File: config.mk
export PLATFORM = sky130hd
export DESIGN_NAME = core_inst_seq
export DESIGN_NICKNAME = d
export VERILOG_FILES = /design/src/rtl/core_inst_seq.sv
export SDC_FILE = /design/constraint.sdc
export NUM_CORES = 1
export LEC_CHECK = 0
export ABC_CLOCK_PERIOD_IN_PS = 1800
export CAP_MARGIN = 20
export CORE_MARGIN = 2
export CORE_UTILIZATION = 39
export DETAILED_ROUTE_END_ITERATION = 6
export GPL_ROUTABILITY_DRIVEN = 0
export PLACE_DENSITY = 0.8
export SKIP_CTS_REPAIR_TIMING = 1
export SLEW_MARGIN = 0
export SYNTH_ARGS = -nofsm -noshare
export SYNTH_HDL_FRONTEND = slang
export SYNTH_SLANG_ARGS = --single-unit
File: constraint.sdc
create_clock -name clk -period 1.8 [get_ports clk]
set_clock_uncertainty 0.15 [all_clocks]
set_input_delay 0.27 -clock clk [delete_from_list [all_inputs] [get_ports clk]]
set_output_delay 0.27 -clock clk [all_outputs]
set_load 0.1 [all_outputs]
File: src/rtl/core_inst_seq.sv
// core_inst_seq: per-core instruction sequencer driving the 21-bit inst word and registered mem_in
// ports: clk/reset (sync, active-high); start/load_n/read_out start a sequence from IDLE;
// in_data/in_valid/in_ready fill N/V memories; mem_in/inst/out_valid/busy/done are registered,
// in_ready is decoded from state only
module core_inst_seq #(
    parameter int bw          = 8,
    parameter int pr          = 8,
    parameter int col         = 8,
    parameter int total_cycle = 8,
    parameter int drain       = 10
) (
    input  logic             clk,
    input  logic             reset,
    input  logic             start,
    input  logic             load_n,
    input  logic             read_out,
    input  logic [pr*bw-1:0] in_data,
    input  logic             in_valid,
    output logic             in_ready,
    output logic [pr*bw-1:0] mem_in,
    output logic [20:0]      inst,
    output logic             out_valid,
    output logic             busy,
    output logic             done
);
    typedef enum logic [3:0] {IDLE, NWR, NLD, VWR, EXE, DRN, MOV, PRD, FIN} state_t;
    localparam logic [9:0] NL = 10'(col);
    localparam logic [9:0] TL = 10'(total_cycle);
    localparam logic [9:0] DL = 10'(drain);
    state_t state_q, state_d;
    logic [9:0] cnt_q, cnt_d;
    logic ro_q, ro_d;
    logic [20:0] inst_q, inst_d;
    logic [pr*bw-1:0] mem_q, mem_d;
    logic ov_q, busy_q, done_q;
    logic acc;
    assign in_ready  = (state_q == NWR) || (state_q == VWR);
    assign acc       = in_valid && in_ready;
    assign inst      = inst_q;
    assign mem_in    = mem_q;
    assign out_valid = ov_q;
    assign busy      = busy_q;
    assign done      = done_q;
    always_comb begin
        state_d = state_q;
        cnt_d   = cnt_q;
        ro_d    = ro_q;
        inst_d  = '0;
        mem_d   = mem_q;
        case (state_q)
            IDLE: if (start) begin
                state_d = load_n ? NWR : VWR;
                ro_d    = read_out;
                cnt_d   = '0;
            end
            NWR, VWR: if (acc) begin
                inst_d[15:12] = cnt_q[3:0];
                inst_d[2]     = state_q == NWR;
                inst_d[4]     = state_q == VWR;
                mem_d         = in_data;
                cnt_d         = cnt_q + 10'd1;
                if (cnt_q == (state_q == NWR ? NL : TL) - 10'd1) begin
                    state_d = state_q == NWR ? NLD : EXE;
                    cnt_d   = '0;
                end
            end else begin
                // a stalled fill cycle keeps the last address on the bus
                inst_d[15:12] = inst_q[15:12];
            end
            NLD: begin
                // k=0 primes the array, k=1..col stream N rows, k=col+1 flushes the last row
                inst_d[6] = 1'b1;
                if (cnt_q >= 10'd1 && cnt_q <= NL) begin
                    inst_d[3]     = 1'b1;
                    inst_d[15:12] = 4'(cnt_q - 10'd1);
                end
                cnt_d   = cnt_q == NL + 10'd1 ? '0 : cnt_q + 10'd1;
                state_d = cnt_q == NL + 10'd1 ? VWR : NLD;
            end
            EXE: begin
                inst_d[7]     = 1'b1;
                inst_d[5]     = 1'b1;
                inst_d[15:12] = cnt_q[3:0];
                cnt_d   = cnt_q == TL - 10'd1 ? '0 : cnt_q + 10'd1;
                state_d = cnt_q == TL - 10'd1 ? DRN : EXE;
            end
            DRN: begin
                cnt_d   = cnt_q == DL - 10'd1 ? '0 : cnt_q + 10'd1;
                state_d = cnt_q == DL - 10'd1 ? MOV : DRN;
            end
            MOV: begin
                inst_d[16]   = 1'b1;
                inst_d[0]    = 1'b1;
                inst_d[11:8] = cnt_q[3:0];
                cnt_d   = cnt_q == TL - 10'd1 ? '0 : cnt_q + 10'd1;
                state_d = cnt_q == TL - 10'd1 ? (ro_q ? PRD : FIN) : MOV;
            end
            PRD: begin
                inst_d[1]    = 1'b1;
                inst_d[11:8] = cnt_q[3:0];
                cnt_d   = cnt_q == TL - 10'd1 ? '0 : cnt_q + 10'd1;
                state_d = cnt_q == TL - 10'd1 ? FIN : PRD;
            end
            FIN: state_d = IDLE;
            default: state_d = IDLE;
        endcase
    end
    always_ff @(posedge clk) begin
        if (reset) begin
            state_q <= IDLE;
            cnt_q   <= '0;
            ro_q    <= 1'b0;
            inst_q  <= '0;
            mem_q   <= '0;
            ov_q    <= 1'b0;
            busy_q  <= 1'b0;
            done_q  <= 1'b0;
        end else begin
            state_q <= state_d;
            cnt_q   <= cnt_d;
            ro_q    <= ro_d;
            inst_q  <= inst_d;
            mem_q   <= mem_d;
            ov_q    <= inst_q[1];
            busy_q  <= state_d != IDLE;
            done_q  <= state_q == FIN;
        end
    end
endmodule

* Word-level counts from Yosys, hierarchy flattened
Cells that the tools add are included.
** Word-level totals
- Memories :: 0
- Output and inout port bits :: 89
- Latch bits :: 0
- Register bits after elaboration :: 103
- Bits in read-only memories :: 0
- Logic and storage cells :: 74
- Input bits :: 70
- RAM bits :: 0
** Cells by class
- Shift operators :: 0
- Bitwise logic cells :: 4
- Multiplexer cells :: 25
- Div/mod/pow operators :: 0
- Reductions and logical operators :: 16
- Equal/unequal tests :: 12
- Order comparisons :: 2
- Add/subtract/negate cells :: 2
- $mul :: 0
** Operator list (count)
- $mux 10 :: 4
- $pmux 10 s4 :: 1
- $mux 4 :: 8
- $pmux 4 s7 :: 1
- $eq 4x3->1 const B :: 4
- $pmux 4 s3 :: 1
- $add 10x1->10 const B :: 1
- $eq 10x3->1 const B :: 1
- $eq 10x4->1 const B :: 1
- $ge 10x1->1 const B :: 1
- $le 10x4->1 const B :: 1
- $reduce_or 2->1 :: 5
- $eq 4x2->1 const B :: 2
- $reduce_bool 4->1 :: 2
- $mux 1 :: 7
- $reduce_or 3->1 :: 2
- $eq 4x1->1 const B :: 1
- $eq 4x4->1 const B :: 1
- $logic_not 4->1 :: 1
- $mux 2 :: 2
- $ne 2x2->1 const B :: 2
- $not 1->1 :: 4
- $reduce_and 2->1 :: 2
- $sub 4x1->4 const B :: 1
- 4 further kinds :: 5

* Logic depth before layout (Yosys ltp)
- Depth after elaboration :: 6
- Gate-level depth with buffers :: 8
- Gate-level depth less buffers :: 7

* Least setup slack after synthesis
No wires, ideal clock.
- Path type :: register to register
- From :: register state_q[3]
- To :: register mem_q[5], in the netlist mem_in[5]
- Data arrival time :: 2.488 ns
- Buffers on the path :: 3
- Cell stages (with the launch flop) :: 8
- Period minus slack after synthesis :: 2.772 ns
- Required time :: 1.516 ns
- Library setup time :: 0.134 ns
- Path slack :: -0.972 ns
- Cells stage by stage :: dfxtp_1 -> buf_2 -> nor3b_2 -> nand2_1 -> clkbuf_1 -> clkbuf_1 -> nand2_1 -> a21oi_1
** Between the ends
- Cells in the longest elaborated chain, start to end :: 4
- Elaborated cells between the ends (all ways) :: 6
- Those cells by class :: 2 x eq/ne; 4 x reduce/logical
** Ends and longest elaborated chain
- start: declaration :: line 30 : state_t state_q, state_d;
- start signal: assignment :: line 119 : state_q <= state_d;
- $eq 4x1->1 or $eq 4x2->1 (tied branches) :: line 37 : assign in_ready = (state_q == NWR) || (state_q == VWR);
- $logic_or 1x1->1 * :: line 37
- via in_ready :: line 19 : output logic in_ready,
- $logic_and 1x1->1 * :: line 38 : assign acc = in_valid && in_ready;
- $reduce_and 2->1 (no line) *
- end signal: assignment :: line 123 : mem_q <= mem_d;
- end: declaration :: line 34 : logic [pr*bw-1:0] mem_q, mem_d;
Mark *: on every way through the listed nets, which the timed path passes. The rest lies on a longest branch.
A chain may end at the register's enable or synchronous reset.

* Final worst setup path
- From :: register cnt_q[7]
- To :: register inst_q[12], in the netlist inst[12]
** Between the ends
- Cells in the longest elaborated chain, start to end :: 4
- Elaborated cells between the ends (all ways) :: 5
- Those cells by class :: 2 x order compare; 2 x mux; 1 x reduce/logical
** Ends and longest elaborated chain
- start: declaration :: line 31 : logic [9:0] cnt_q, cnt_d;
- start signal: assignment :: line 120 : cnt_q <= cnt_d;
- $ge 10x1->1 or $le 10x4->1 (tied branches) :: line 73 : if (cnt_q >= 10'd1 && cnt_q <= NL) begin
- $logic_and 1x1->1 * :: line 73
- $mux 4 * :: line 73
- $pmux 4 s3 * :: line 50 : case (state_q)
- end signal: assignment :: line 122 : inst_q <= inst_d;
- end: declaration :: line 33 : logic [20:0] inst_q, inst_d;
Every way passes the cells marked *; elsewhere a longest branch is shown, timed or not.

==> flow_summary.ini <==
[finish]
syn_to_final_growth_pct = 82.7
layout-drive-gt1-share = 0.285
nNetsFinal = 732
final_cell_mix = nand2_1, dfxtp_1, buf_12, a21oi_1, clkdlybuf4s50_1
antenna_cells = 0
final_common_cell = nand2_1

[detailed_routing]
first_iter_violations = 142
vias = 3977
drt-pass1-iter-count = 4
drc = 0
post_drt_wl_per_cell_um = 15.5
ant_nets = 0
vias_per_cell = 4.99
routed_wl_mm = 12.3

[yosys]
yosysWarnings = 0
synth_ff_type = dfxtp_1
synth_edf_count = 0
netlist_instances = 475
ys_seq_area_frac = 0.505
synth_area_mm2 = 0.00385
ys_ff_latch = 97
async_reset_ff_frac = 0
synth.avg_cell_area_um2 = 8.10
ys_types = 50
yosys.area.top_type = dfxtp_1
synthTopCellsByArea = dfxtp_1, nand2_1, a21oi_1
yosysTopAreaCellShare = 0.505

[timing]
fmax_ghz = 0.510
slew_viol_final = 0
period_needed_ns = 1.96
hold_slack_ns = 0.0569
fin_ws_ns = -0.162
rsz0062_at_grt = yes
finalHoldViolCount = 0
min_period_over_period = 1.09
setup_viol = 12

[floorplan]
core_mm2 = 0.00968
rows = 36
dieHeight_um = 103
die_w_um = 103
die_area_mm2 = 0.0107
ios = 159
initial_core_util = 0.397

[clock_tree]
max-clock-path-buffers = 2
cts.sinks = 97
clkLatencyLatePin_ns = 0.36
cts_buffers = 9
htreeDepth = 3
clk_pin_slew_ns = 0.10
cts-root-buf = clkbuf_8
cts_tree = built

[worst_setup_path]
cp_data_arrival_time_ns = 2.10
cp-start-kind = flop
required_ns = 1.94
path_class = reg2reg
crit_slowest_cell = nor4_4
crit_chain = nor4_4, nand3_2, a211o_1, mux2_4, a211oi_2
critPathMaxFanout = 4
cp_num_buf_inv = 0
path_delay_family = simple AND/OR/NAND/NOR gates
slowest_delay_ns = 0.41
cp-end-kind = flop

[power_and_ir_drop]
ir_worst_vdd_uv = 556
power.density_mw_per_mm2 = 788
p_leak_nw = 2.67

[grt]
grt_pass1_vias = 3712
grt_pass1_wl_mm = 17.2
track_usage = 0.204
grt_antenna_before_repair = 0
gr-total-overflow = 0
grt_start_max_net_pins = 77

[placed_design]
place_ws_ns = -0.314
io_buffer_count = 154
hpwl_mm = 8.58

[min_path]
hold_path.class = in2reg

[outcome]
violations = setup timing
outcome = complete, but fails checks

[flow_run]
max_cap_viol_count = 0
## sequential cells by signal, summed over array words and instances (netlist names)
name       count
inst          15
done           1
out_valid      1
busy           1
cnt_q         10
ro_q           1
mem_in        64
state_q        4
## synth_stat cells (2+ instances only)
cell / n
o22a_1: 2
a21oi_1: 72
o21a_1: 2
nor3b_1: 3
dfxtp_1: 97
a211o_1: 2
nor3_1: 9
and2_1: 3
buf_4: 6
nor2_1: 31
ha_1: 3
o31ai_1: 2
nand3_2: 2
nor4b_1: 3
nand2b_1: 3
mux2i_1: 2
nor2b_1: 5
and3b_1: 2
o21bai_1: 2
buf_2: 14
nand3_1: 7
o21ai_0: 5
nand2_1: 139
inv_1: 7
clkbuf_1: 19
xnor2_1: 9
## area by class of cell
cell class	instances	area, µm²
Clock buffer	9	124
Clock inverter	7	85.1
Fill cell	667	2660
Inverter	7	26.3
Multi-Input combinational cell	336	1800
Sequential cell	97	1960
Tap cell	133	166
Timing Repair Buffer	208	2870
## stage by stage
step	power [mW]	TNS [ns]	std cells	instance area (µm²)	utilization
floorplan	3.31	-31.75	478	3960	-
global placement	3.96	-2.27	769	6600	0.681
detailed placement	4.01	-3.29	769	6600	0.681
CTS	5.48	-2.01	785	6810	0.703
global route	5.76	-1.41	797	7030	0.726
finish	5.54	-0.516	797	7030	0.726
## cells by family (layout without fill, tap and decap cells)
kind of cell | after synthesis | after routing | synth area share
AND/OR/NAND/NOR | 219 | 219 | 0.257
AO/OA/AOI/OAI | 97 | 98 | 0.144
flip-flops | 97 | 97 | 0.505
buffers and inverters | 46 | 231 | 0.0553
XOR/XNOR | 9 | 9 | 0.0205
adder cells (fa/ha/maj) | 3 | 3 | 0.00976
multiplexers | 3 | 3 | 0.00813
other | 1 | 4 | 0.000975
## where the power goes
part           internal, mW  total (mW)  leakage (nW)  switching, mW
registers              2.24        2.34         0.791         0.0986
clock network         0.669        1.50        0.0999          0.826
logic                 0.697        1.71          1.78           1.01
## routing by layer
metal | global-route usage | share of wire | vias to the layer above | wire length (µm)
met5 | 0 | 0 | - | 0
met4 | 0.0678 | 0.018 | 0 | 227
met3 | 0.0383 | 0.053 | 17 | 650
met2 | 0.378 | 0.55 | 142 | 6730
met1 | 0.235 | 0.38 | 1894 | 4720
li1 | - | - | 1924 | -
## final timing paths
| path | start | endpoint | slack (ns) | cells after the start |
|---|---|---|---|---|
| worst max-delay path | cnt_q[7] | inst[12] | -0.16 | 5 |
| worst min-delay path | reset | ro_q | 0.06 | 2 |
| worst max register to register | cnt_q[7] | inst[12] | -0.16 | 5 |
| worst min register to register | mem_in[13] | mem_in[13] | 0.35 | 2 |
Note: power is estimated with default switching activity, not from simulation.
